File: src/rtl/op_queue.sv
// Circular-buffer operation queue: registered pop data with a one-cycle valid strobe,
// combinational full/empty from the occupancy count, and sticky over/underflow flags.
module op_queue #(
  parameter int WIDTH = 32,
  parameter int DEPTH = 8,
  parameter int AW    = $clog2(DEPTH)
) (
  input  logic             clk,
  input  logic             nReset,
  input  logic             flush,
  input  logic             wrEn,
  input  logic [WIDTH-1:0] opWrite,
  input  logic             rdEn,
  input  logic             clrErr,
  output logic [WIDTH-1:0] opBus,
  output logic             opValid,
  output logic             full,
  output logic             empty,
  output logic [AW:0]      count,
  output logic             overflow,
  output logic             underflow
);

  logic [WIDTH-1:0] r_mem [DEPTH];
  logic [AW-1:0]    r_wptr, r_rptr;
  logic [AW:0]      r_count;
  logic [WIDTH-1:0] r_bus;
  logic             r_vld, r_ovf, r_udf;

  logic w_full, w_empty, w_rd_acc, w_wr_acc, w_ovf_set, w_udf_set;

  assign w_full  = (r_count == (AW+1)'(DEPTH));
  assign w_empty = (r_count == '0);

  // A read frees a slot in the same cycle, so a full queue still takes a write alongside it.
  assign w_rd_acc  = rdEn & ~w_empty & ~flush;
  assign w_wr_acc  = wrEn & ~flush & (~w_full | w_rd_acc);
  assign w_udf_set = rdEn & ~flush & w_empty;
  assign w_ovf_set = wrEn & ~flush & ~w_wr_acc;

  // Storage carries no reset; pointers and count alone define which slots are live.
  always_ff @(posedge clk) begin
    if (w_wr_acc && nReset) r_mem[r_wptr] <= opWrite;
  end

  always_ff @(posedge clk or negedge nReset) begin
    if (!nReset) begin
      r_wptr  <= '0;
      r_rptr  <= '0;
      r_count <= '0;
      r_bus   <= '0;
      r_vld   <= 1'b0;
      r_ovf   <= 1'b0;
      r_udf   <= 1'b0;
    end else begin
      r_vld <= w_rd_acc;
      if (flush) begin
        r_wptr  <= '0;
        r_rptr  <= '0;
        r_count <= '0;
      end else begin
        if (w_wr_acc) r_wptr <= r_wptr + AW'(1);
        if (w_rd_acc) begin
          r_rptr <= r_rptr + AW'(1);
          r_bus  <= r_mem[r_rptr];
        end
        case ({w_wr_acc, w_rd_acc})
          2'b10:   r_count <= r_count + (AW+1)'(1);
          2'b01:   r_count <= r_count - (AW+1)'(1);
          default: r_count <= r_count;
        endcase
      end
      // A fresh error in the clearing cycle keeps its flag set.
      r_ovf <= w_ovf_set | (r_ovf & ~clrErr);
      r_udf <= w_udf_set | (r_udf & ~clrErr);
    end
  end

  assign opBus     = r_bus;
  assign opValid   = r_vld;
  assign full      = w_full;
  assign empty     = w_empty;
  assign count     = r_count;
  assign overflow  = r_ovf;
  assign underflow = r_udf;

endmodule
File: config.mk
export PLATFORM = sky130hd
export DESIGN_NAME = op_queue
export DESIGN_NICKNAME = d
export VERILOG_FILES = /design/src/rtl/op_queue.sv
export SDC_FILE = /design/constraint.sdc
export NUM_CORES = 1
export LEC_CHECK = 0
export ABC_AREA = 1
export ABC_CLOCK_PERIOD_IN_PS = 2900
export BUFFER_PORTS_ARGS = -buffer_cell sky130_fd_sc_hd__clkbuf_2
export CELL_PAD_IN_SITES_DETAIL_PLACEMENT = 1
export CELL_PAD_IN_SITES_GLOBAL_PLACEMENT = 1
export CORE_MARGIN = 2
export CORE_UTILIZATION = 40
export CTS_CLUSTER_SIZE = 25
export DETAILED_ROUTE_END_ITERATION = 8
export PLACE_DENSITY_LB_ADDON = 0.1
export SETUP_SLACK_MARGIN = 0.1
export SLEW_MARGIN = 20
export SYNTH_ARGS = -nofsm -noshare
export SYNTH_HDL_FRONTEND = slang
export SYNTH_SLANG_ARGS = --single-unit
File: constraint.sdc
create_clock -name clk -period 2.9 [get_ports clk]
set_input_delay 0.58 -clock clk [delete_from_list [all_inputs] [get_ports clk]]
set_output_delay 0.58 -clock clk [all_outputs]
set_load 0.01 [all_outputs]
==> results by group, run 1 <==
Outcome
  • Status: complete, no violations

CTS
  • Hold-fix buffers, CTS: 0
  • Clk sinks: 301
  • Post-CTS Resized: 0
  • TritonCTS clock tree: yes
  • Total CTS buffers: 34
  • Worst skew pair latency: 0.50 ns
  • Root Driver: clkbuf_16
  • Clock slew at reported path FFs: 0.06 ns
  • Clock Path Buffers: 3
  • Post-CTS Setup Inserts: 0
  • H-tree depth: 2

Layout
  • Final instance area: 13900 um2
  • Final net count: 1093
  • Share of cells above drive strength 1: 0.155
  • Most common cell after layout, fill and taps aside: edfxtp_1
  • Area Growth Syn to Fin: 16.5%
  • Most frequent cells in the layout: edfxtp_1 (256), nor2_1 (167), nand2_1 (117), o21ai_0 (103)
  • Ant diodes: 0

Worst setup path
  • Worst EP arrival: 1.55 ns
  • Crit Reg-Reg Endpoint: count[3]
  • Critical-path maximum fanout: 5
  • Worst setup EP type: output port
  • Depth of the worst register-to-register path: 13
  • Setup CP Type: reg -> out
  • R2R setup slack: 0.80 ns
  • CP max-delay cell: dfrtp_1
  • Worst Path Required: 2.32 ns
  • Top Family by Delay on Critical Path: flip-flops
  • Crit-path cells: nor2_1 -> nand3_1 -> inv_1 -> clkbuf_2
  • Buf/Inv on CP: 2
  • Nature of the critical path startpoint: flip-flop
  • Reg2reg start: count[1]
  • CP peak stage delay: 0.44 ns

Routing
  • Detailed Route WL: 30700 um
  • DR iter-0 viols: 462
  • DR pass1 iterations: 4
  • Number of nets still failing antenna checks after routing: 0
  • Vias per Instance: 5.23
  • Residual DRC: 0
  • Routed vias: 7668
  • Wire length per cell: 21.0 um

Yosys
  • Post-synthesis cell type count: 26
  • Cells after Synth: 963
  • Syn nets: 1006
  • #FFs+latches synth: 301
  • Sequential area share after synthesis: 0.737
  • Yosys synthesis warning count: 0
  • Syn_area_per_cell: 12.4 um2
  • Synthesized cell area: 12000 um2

Floorplanning
  • Site Rows: 63
  • # IOs: 79
  • Initial Util: 0.405
  • Die ar.: 31300 um2
  • Core ar.: 29600 um2
  • Die height: 177 um
  • Die width: 177 um

Placement
  • Post-DP HPWL: 18500 um
  • Placed Area: 12900 um2
  • Port-buffer cells: 78
  • GP Congestion: 0.727

Timing
  • Fin. Hold Viols: 0
  • RSZ-0062 raised after global routing: false
  • Worst slew pin tran: 0.734 ns
  • Slew headroom: 0.511
  • Endpoints failing setup: 0
  • Final period util: 0.734
  • Slew Limit Fails: 0
  • FMAX: 0.469 GHz
  • Min Tclk post-route: 2.13 ns
  • WHS: 0.285 ns
  • Fin Clk Skew: 0.0129 ns

Power and ir drop
  • VDD IR max: 0.400 mV
  • PD cells: 765 nW/um2
  • Lkg Pwr: 0.00509 uW

Worst hold path
  • Worst Hold Class: in -> reg
  • Worst hold endpoint: overflow
  • Hold path cells: 2
  • Min-delay src: clrErr

Run
  • Maxcap violations: 0

GRT
  • Gr usage total: 0.203
  • Vias in the first global route: 8076
  • Overflow after GRT: 0
  • Initial antenna violation count: 0
  • First-pass GRT wire length: 47700 um
  • Largest net degree at the start of global routing: 86
==> state kept, by name, summed over array words and instances, names as in the netlist <==
name	count
r_mem	256
r_rptr	3
r_wptr	3
opValid	1
opBus	32
overflow	1
underflow	1
count	4
==> power breakdown <==
group / switching (uW) / total, uW / internal, uW
logic: 966 / 1480 / 511
clock network: 1650 / 4050 / 2400
registers: 157 / 5130 / 4970
total: 2770 / 10700 / 7880
==> worst reg2reg max path, delay by kind of cell (launching register included) <==
family	cells	cell delay [ns]
DFF	1	0.44
buffers and inverters	1	0.14
adders and majority gates	1	0.34
and+or+nand+nor	11	1.06
==> layer usage <==
layer,up-vias,share of wire,GRT usage
met3,49,0.042,0.0318
met4,0,0.020,0.0513
met5,-,0,0
met2,159,0.45,0.319
li1,3585,-,-
met1,3875,0.48,0.295
==> per-stage QoR <==
step | setup slack [ns] | util | instances | total power [uW] | setup TNS [ns]
floorplan | -0.108 | - | 963 | 6100 | -13.76
global placement | 0.556 | 0.436 | 1404 | 6690 | 0
detailed placement | 0.532 | 0.436 | 1404 | 6720 | 0
CTS | 0.728 | 0.471 | 1465 | 10800 | 0
global route | 0.576 | 0.471 | 1465 | 11200 | 0
finish | 0.770 | 0.471 | 1465 | 10700 | 0
==> cell families after synthesis <==
logic type,synth area share
xor gates and xnor gates,0.00147
AOI/OAI and AO/OA,0.0846
DFF,0.737
and+or+nand+nor,0.129
adders and majority gates,0.00586
buffers and inverters,0.0417
==> how the worst max path moves through the flow <==
| stage | from | endpoint | slack (ns) | cells past startpoint |
|---|---|---|---|---|
| finish | count[1] | full | 0.77 | 4 |
| global route | count[1] | count[3] | 0.58 | 13 |
| CTS | count[1] | full | 0.73 | 4 |
| detailed placement | flush | r_mem[6][15] | 0.53 | 8 |
| global placement | flush | r_mem[6][14] | 0.56 | 8 |
| floorplan | rdEn | r_mem[0][0] | -0.11 | 7 |
==> area by class of cell <==
type / instances / area [um2]
multi-input combinational: 556 / 2710
sequential: 301 / 8820
fill: 3099 / 15600
inverter: 51 / 191
clock buffer: 53 / 973
timing repair buffer: 106 / 688
tap: 390 / 488
clock inverter: 8 / 68.8
==> Yosys cell counts (all sizes together) <==
| cell type | n | area share |
|---|---|---|
| nor2 | 176 | 0.055 |
| o211ai | 64 | 0.040 |
| nand4 | 3 | 0.0016 |
| o21ai | 103 | 0.043 |
| a21oi | 2 | 0.00084 |
| fa | 1 | 0.0017 |
| or2 | 1 | 0.00052 |
| clkbuf | 18 | 0.0056 |
| ha | 4 | 0.0042 |
| nand2 | 120 | 0.038 |
| nand3 | 79 | 0.033 |
| buf | 37 | 0.020 |
| xor2 | 1 | 0.00073 |
| edfxtp | 256 | 0.64 |
| o22ai | 1 | 0.00052 |
| clkinv | 2 | 0.00063 |
| inv | 49 | 0.015 |
| dfrtp | 45 | 0.094 |
| xnor2 | 1 | 0.00073 |
No activity file was read; power rests on OpenSTA's default activity.
==> run 2: changes to the inputs <==
--- a/config.mk
+++ b/config.mk
@@ -5,8 +5,8 @@
 export SDC_FILE = /design/constraint.sdc
 export NUM_CORES = 1
 export LEC_CHECK = 0
-export ABC_AREA = 1
-export ABC_CLOCK_PERIOD_IN_PS = 2900
+export ABC_AREA = 0
+export ABC_CLOCK_PERIOD_IN_PS = 2100
 export BUFFER_PORTS_ARGS = -buffer_cell sky130_fd_sc_hd__clkbuf_2
 export CELL_PAD_IN_SITES_DETAIL_PLACEMENT = 1
 export CELL_PAD_IN_SITES_GLOBAL_PLACEMENT = 1
==> constraint.sdc (replaced) <==
create_clock -name clk -period 2.1 [get_ports clk]
set_input_delay 0.42 -clock clk [delete_from_list [all_inputs] [get_ports clk]]
set_output_delay 0.42 -clock clk [all_outputs]
set_load 0.01 [all_outputs]
==> run 2 against run 1 <==
Compared with the run above:
- the run now ends with setup timing left
- total power rose by 39%
- utilization increased by 5.5 points
- clock skew about the same
- sequential power grew 37%
- first-iteration DRC count fell by 19%
- via count is 22% lower
- sequential share of layout area is 4.7 points lower
- non-clock buffer count rose by 74
- critical path type is now reg -> reg
- critical endpoint is now count[3]
- largest cell class unchanged
- largest power group unchanged
==> results by group, run 2 <==
Outcome
  • Status: complete, but fails checks
  • Failing checks: setup timing

Yosys
  • Syn nets: 617
  • Commonest cells in the netlist: edfxtp_1 (256), mux4_2 (64), dfrtp_1 (45)
  • Synthesized cell area: 11600 um2
  • Post-synthesis cell type count: 44
  • Top cells by area, synth: edfxtp_1 (66%), mux4_2 (12%), dfrtp_1 (9.7%), mux2i_1 (2.9%), a21oi_1 (1.5%)
  • Post-synth EDFFs: 256
  • Asr flop ratio synth: 0.150
  • Post-synth top area cell: edfxtp_1
  • Syn_area_per_cell: 20.2 um2
  • Top-area cell type share of the netlist area: 0.664
  • Main flop type after synthesis: edfxtp_1
  • Cells after Synth: 574
  • Most common cell in the synthesized netlist: edfxtp_1
  • Yosys synthesis warning count: 0
  • Sequential area share after synthesis: 0.761
  • #FFs+latches synth: 301

Floorplanning
  • Initial Util: 0.404
  • Die height: 174 um
  • # IOs: 79
  • Die ar.: 30300 um2
  • Die width: 174 um
  • Site Rows: 62
  • Core ar.: 28600 um2

Layout
  • Multi-input gate area: 2720 um2
  • Register area: 8820 um2
  • Share of cells above drive strength 1: 0.419
  • Filler instances: 2577
  • Most common cell after layout, fill and taps aside: edfxtp_1
  • Most frequent cells in the layout: edfxtp_1 (256), clkbuf_2 (75), mux4_2 (64), dfrtp_1 (40), clkbuf_16 (38)
  • Register with the most flip-flops: r_mem
  • Area Growth Syn to Fin: 30.1%
  • Ant diodes: 0
  • Max reg flops: 256
  • Final net count: 800

Timing
  • Final worst setup slack: -0.255 ns
  • RSZ-0062 raised after global routing: true
  • Fin Clk Skew: 0.0131 ns
  • Worst slew pin tran: 0.705 ns
  • Endpoints failing setup: 248
  • Min Tclk post-route: 2.35 ns
  • Slew Limit Fails: 0
  • WHS: 0.0916 ns
  • FMAX: 0.425 GHz
  • Slew headroom: 0.530
  • Final period util: 1.12
  • Fin. Hold Viols: 0

Placement
  • GP Congestion: 0.736
  • Port-buffer cells: 78
  • Post-DP HPWL: 16200 um
  • Place WS: -0.300 ns

Worst setup path
  • Crit Reg-Reg Endpoint: count[3]
  • Top cell by count, worst path: or4_4
  • Reg2reg start: count[2]
  • CP peak stage delay: 0.54 ns
  • Nature of the critical path startpoint: flip-flop
  • R2R setup slack: -0.25 ns
  • CP startpoint: count[2]
  • Critical-path maximum fanout: 3
  • Worst setup EP type: flip-flop
  • Setup CP Type: reg -> reg
  • Depth of the worst register-to-register path: 9
  • Worst Path Required: 2.57 ns
  • Crit-path cells: buf_4 -> or4_4 -> clkinv_4 -> nor3_4 -> ha_1 -> a211oi_2 -> or4_4 -> a21o_1 -> a21oi_1
  • Worst EP arrival: 2.83 ns
  • CP max-delay cell: or4_4

Power and ir drop
  • PD cells: 982 nW/um2
  • Lkg Pwr: 0.00511 uW
  • VDD IR max: 0.689 mV

Routing
  • Wire length per cell: 23.3 um
  • DR iter-0 viols: 373
  • DR pass1 iterations: 5
  • Residual DRC: 0
  • Detailed Route WL: 27100 um
  • Number of nets still failing antenna checks after routing: 0
  • Vias per Instance: 5.17
  • Routed vias: 6019

GRT
  • First-pass GRT wire length: 41600 um
  • Vias in the first global route: 6756
  • Largest net degree at the start of global routing: 68
  • Initial antenna violation count: 0
  • Overflow after GRT: 0
  • Gr usage total: 0.183

CTS
  • Root Driver: clkbuf_16
  • Worst skew pair latency: 0.56 ns
  • Clock slew at reported path FFs: 0.06 ns
  • TritonCTS clock tree: yes
  • Clk sinks: 301
  • H-tree depth: 1
  • Total CTS buffers: 31
  • Clock Path Buffers: 3

Worst hold path
  • Min-delay src: clrErr
  • Worst Hold Class: in -> reg
  • Hold path cells: 2
  • Worst hold endpoint: overflow

Run
  • Maxcap violations: 0
==> run 2: worst max-delay path, delay by kind of cell (launching register included) <==
family | cells | cell delay [ns]
compound gates | 3 | 0.37
simple gates | 3 | 1.02
buf+inv | 2 | 0.21
flops | 1 | 0.39
fa+ha+maj | 1 | 0.29
==> run 2: cell type report <==
type / count / share of cell area
Sequential cell: 301 / 0.586
Multi-Input combinational cell: 237 / 0.181
Timing Repair Buffer: 180 / 0.128
Clock buffer: 44 / 0.0581
Tap cell: 384 / 0.0319
Clock inverter: 13 / 0.0135
Inverter: 6 / 0.00183
==> run 2: worst max path at each step <==
stage	endpoint	slack, ns	cells past startpoint
floorplan	count[3]	-0.33	8
global placement	count[3]	-0.21	8
detailed placement	count[2]	-0.30	9
CTS	count[2]	-0.28	10
global route	count[1]	-0.33	8
finish	count[3]	-0.25	9
==> run 2: cell families after synthesis <==
kind of cell | after synthesis | synth area share
DFF | 301 | 0.761
AOI/OAI and AO/OA | 53 | 0.0277
muxes | 97 | 0.153
xor gates and xnor gates | 7 | 0.00530
buffers and inverters | 36 | 0.0168
adders and majority gates | 5 | 0.00605
and+or+nand+nor | 75 | 0.0297
==> run 2: stage by stage <==
| stage | cell area (um2) | total power (uW) | std cells | utilization | setup TNS (ns) |
|---|---|---|---|---|---|
| floorplan | 11700 | 8280 | 574 | - | -32.98 |
| global placement | 13200 | 9040 | 1066 | 0.462 | -10.79 |
| detailed placement | 13200 | 9110 | 1066 | 0.462 | -16.09 |
| CTS | 14900 | 14900 | 1154 | 0.519 | -31.95 |
| global route | 15100 | 15400 | 1165 | 0.526 | -38.44 |
| finish | 15100 | 14800 | 1165 | 0.526 | -29.34 |
==> run 2: report_power, final <==
| part | total, uW | leakage, uW | internal (uW) | switching, uW |
|---|---|---|---|---|
| clock network | 5710 | 0.000516 | 3510 | 2210 |
| logic | 2070 | 0.00177 | 1010 | 1060 |
| registers | 7010 | 0.00282 | 6820 | 195 |
| total | 14800 | 0.00511 | 11300 | 3460 |
==> run 2: repair_timing <==
| action | in CTS | in global routing |
|---|---|---|
| pin swaps | 11 | 10 |
| hold buffers | 0 | 0 |
| setup buffers | 20 | 10 |
| resized for setup | 29 | 27 |
| gates cloned | 11 | 4 |
| setup endpoints to repair | 261 | 262 |
==> run 2: layer usage <==
layer / up-vias / GRT usage / routed length (um)
li1: 2685 / - / -
met1: 3169 / 0.249 / 12000
met2: 128 / 0.313 / 13500
met3: 37 / 0.0273 / 1070
met4: 0 / 0.0452 / 478
met5: - / 0 / 0
==> run 3: changes to the inputs <==
--- a/config.mk
+++ b/config.mk
@@ -8,7 +8,7 @@
 export ABC_AREA = 0
 export ABC_CLOCK_PERIOD_IN_PS = 2100
 export BUFFER_PORTS_ARGS = -buffer_cell sky130_fd_sc_hd__clkbuf_2
-export CELL_PAD_IN_SITES_DETAIL_PLACEMENT = 1
+export CELL_PAD_IN_SITES_DETAIL_PLACEMENT = 0
 export CELL_PAD_IN_SITES_GLOBAL_PLACEMENT = 1
 export CORE_MARGIN = 2
 export CORE_UTILIZATION = 40
==> run 3 against run 2 <==
Compared with the run above:
- critical endpoint is now count[1]
- the flow still finishes with violations (setup timing)
- sequential share of layout area up 1.9 points
- non-clock buffer count fell by 21
- critical path type unchanged
- utilization decreased by 1.6 points
==> results by group, run 3 (same netlist as run 2, synthesis figures left out) <==
CTS
  • Root Driver: clkbuf_16
  • H-tree depth: 1
  • Total CTS buffers: 30
  • Worst skew pair latency: 0.55 ns
  • TritonCTS clock tree: yes
  • Clock slew at reported path FFs: 0.07 ns
  • Clk sinks: 301
  • Clock Path Buffers: 3

Routing
  • Routed vias: 5842
  • DR pass1 iterations: 4
  • Number of nets still failing antenna checks after routing: 0
  • Detailed Route WL: 24900 um
  • Residual DRC: 0
  • Vias per Instance: 5.11
  • Wire length per cell: 21.7 um
  • DR iter-0 viols: 323

Placement
  • GP Congestion: 0.736
  • Post-DP HPWL: 15000 um
  • Port-buffer cells: 78
  • Cells after DPL: 1066

Timing
  • Setup TNS Final: -17.37 ns
  • Final worst setup slack: -0.261 ns
  • Fin Clk Skew: 0.0208 ns
  • WHS: 0.0702 ns
  • Endpoints failing setup: 240
  • Min Tclk post-route: 2.36 ns
  • Final period util: 1.12
  • Fin. Hold Viols: 0
  • Slew Limit Fails: 0
  • FMAX: 0.424 GHz
  • Slew headroom: 0.528
  • RSZ-0062 raised after global routing: true
  • Worst slew pin tran: 0.708 ns

Power and ir drop
  • Lkg Pwr: 0.00488 uW
  • Power share of the clock group: 0.361
  • Sw frac: 0.235
  • Sw power: 3300 uW
  • PD cells: 964 nW/um2
  • Internal: 10800 uW
  • VDD IR max: 0.657 mV
  • Tot Pwr: 14100 uW
  • Comb pwr share: 0.141
  • Share of power burned in registers: 0.498

Outcome
  • Failing checks: setup timing
  • Status: complete, but fails checks

Worst setup path
  • Worst EP arrival: 2.82 ns
  • Depth of the worst register-to-register path: 8
  • Setup CP Type: reg -> reg
  • Worst setup EP type: flip-flop
  • Critical-path maximum fanout: 3
  • Nature of the critical path startpoint: flip-flop
  • Worst Path Required: 2.56 ns

GRT
  • Gr usage total: 0.164
  • First-pass GRT wire length: 37600 um
  • Initial antenna violation count: 2
  • Vias in the first global route: 6396
  • Largest net degree at the start of global routing: 68
  • Overflow after GRT: 0

Layout
  • Area Growth Syn to Fin: 26.1%
  • Max reg flops: 256
  • Final net count: 778
  • Final non-filler cell total: 1144
  • Register with the most flip-flops: r_mem
  • Share of cells above drive strength 1: 0.390
  • Most common cell after layout, fill and taps aside: edfxtp_1
  • Most frequent cells in the layout: edfxtp_1 (256), clkbuf_2 (75), mux4_2 (64), nor2_1 (40), dfrtp_1 (40)

Floorplanning
  • Initial Util: 0.404
  • # IOs: 79
  • Site Rows: 62
  • Die width: 174 um
  • Die height: 174 um
  • Die ar.: 30300 um2
  • Core ar.: 28600 um2

Worst hold path
  • Worst Hold Class: in -> reg
  • Hold path cells: 2

Run
  • Maxcap violations: 0
## run 3: cell types whose count changed in the layout (fill, tap and decap cells not counted), sizes merged
cell      before  now
clkinvlp       2    1
buf           98   79
diode          0    1
clkbuf       126  130
bufinv         5    1
inv            7    5
## run 3: final timing paths
kind	startpoint	endpoint	slack, ns
max in group asynchronous	nReset	r_rptr[1]	1.35
setup / recovery	count[0]	count[1]	-0.26
hold reg to reg	opBus[17]	opBus[17]	0.53
min in group asynchronous	nReset	r_wptr[1]	0.22
hold / removal	clrErr	overflow	0.07
setup reg to reg	count[0]	count[1]	-0.26
## run 3: critical path, cell delays in order (launching register included)
cell and delay, ns:
dfrtp_2 0.41, or4_4 0.56, clkinv_4 0.07, nor3_4 0.04, buf_4 0.14, fa_2 0.53
o211ai_1 0.10, a31o_2 0.28, a31oi_1 0.14
## run 3: through the flow
| step | cell area [um2] | utilization | setup WS (ns) |
|---|---|---|---|
| 3_5_place_dp | 13200 | 0.462 | -0.246 |
| 4_1_cts | 14400 | 0.501 | -0.269 |
| 2_1_floorplan | 11700 | - | -0.326 |
| 5_1_grt | 14600 | 0.510 | -0.322 |
| 6_report | 14600 | 0.510 | -0.261 |
| 3_3_place_gp | 13200 | 0.462 | -0.210 |
## run 3: what timing repair did
item,4_1_cts,5_1_grt
setup endpoints to repair,261,261
pin swaps,8,10
cloned,2,5
setup buffers,11,5
hold buffers,0,0
gates resized for setup,6,22
## run 3: power by group through the flow
stage	Combinational, uW	Clock, uW	Sequential [uW]
finish	1980	5080	7000
global route	2180	5470	7040
CTS	1990	5240	7000
detailed placement	1960	0	7120
global placement	1940	0	7100
floorplan	1060	0	7220
## run 3: cell type report
class / instances / area [um2]
clock inverter: 6 / 56.3
antenna: 1 / 2.50
timing repair buffer: 159 / 1580
sequential: 301 / 8820
tap: 384 / 480
inverter: 6 / 27.5
multi-input combinational: 237 / 2730
clock buffer: 50 / 887
fill: 2298 / 14000
## run 3: routing by layer
metal | global-route usage | routed length, um | vias up | part of all wire
met1 | 0.220 | 11000 | 3017 | 0.44
met2 | 0.279 | 12300 | 126 | 0.50
li1 | - | - | 2642 | -
met5 | 0 | 13 | - | 0.00052
met4 | 0.0459 | 593 | 2 | 0.024
met3 | 0.0284 | 952 | 55 | 0.038
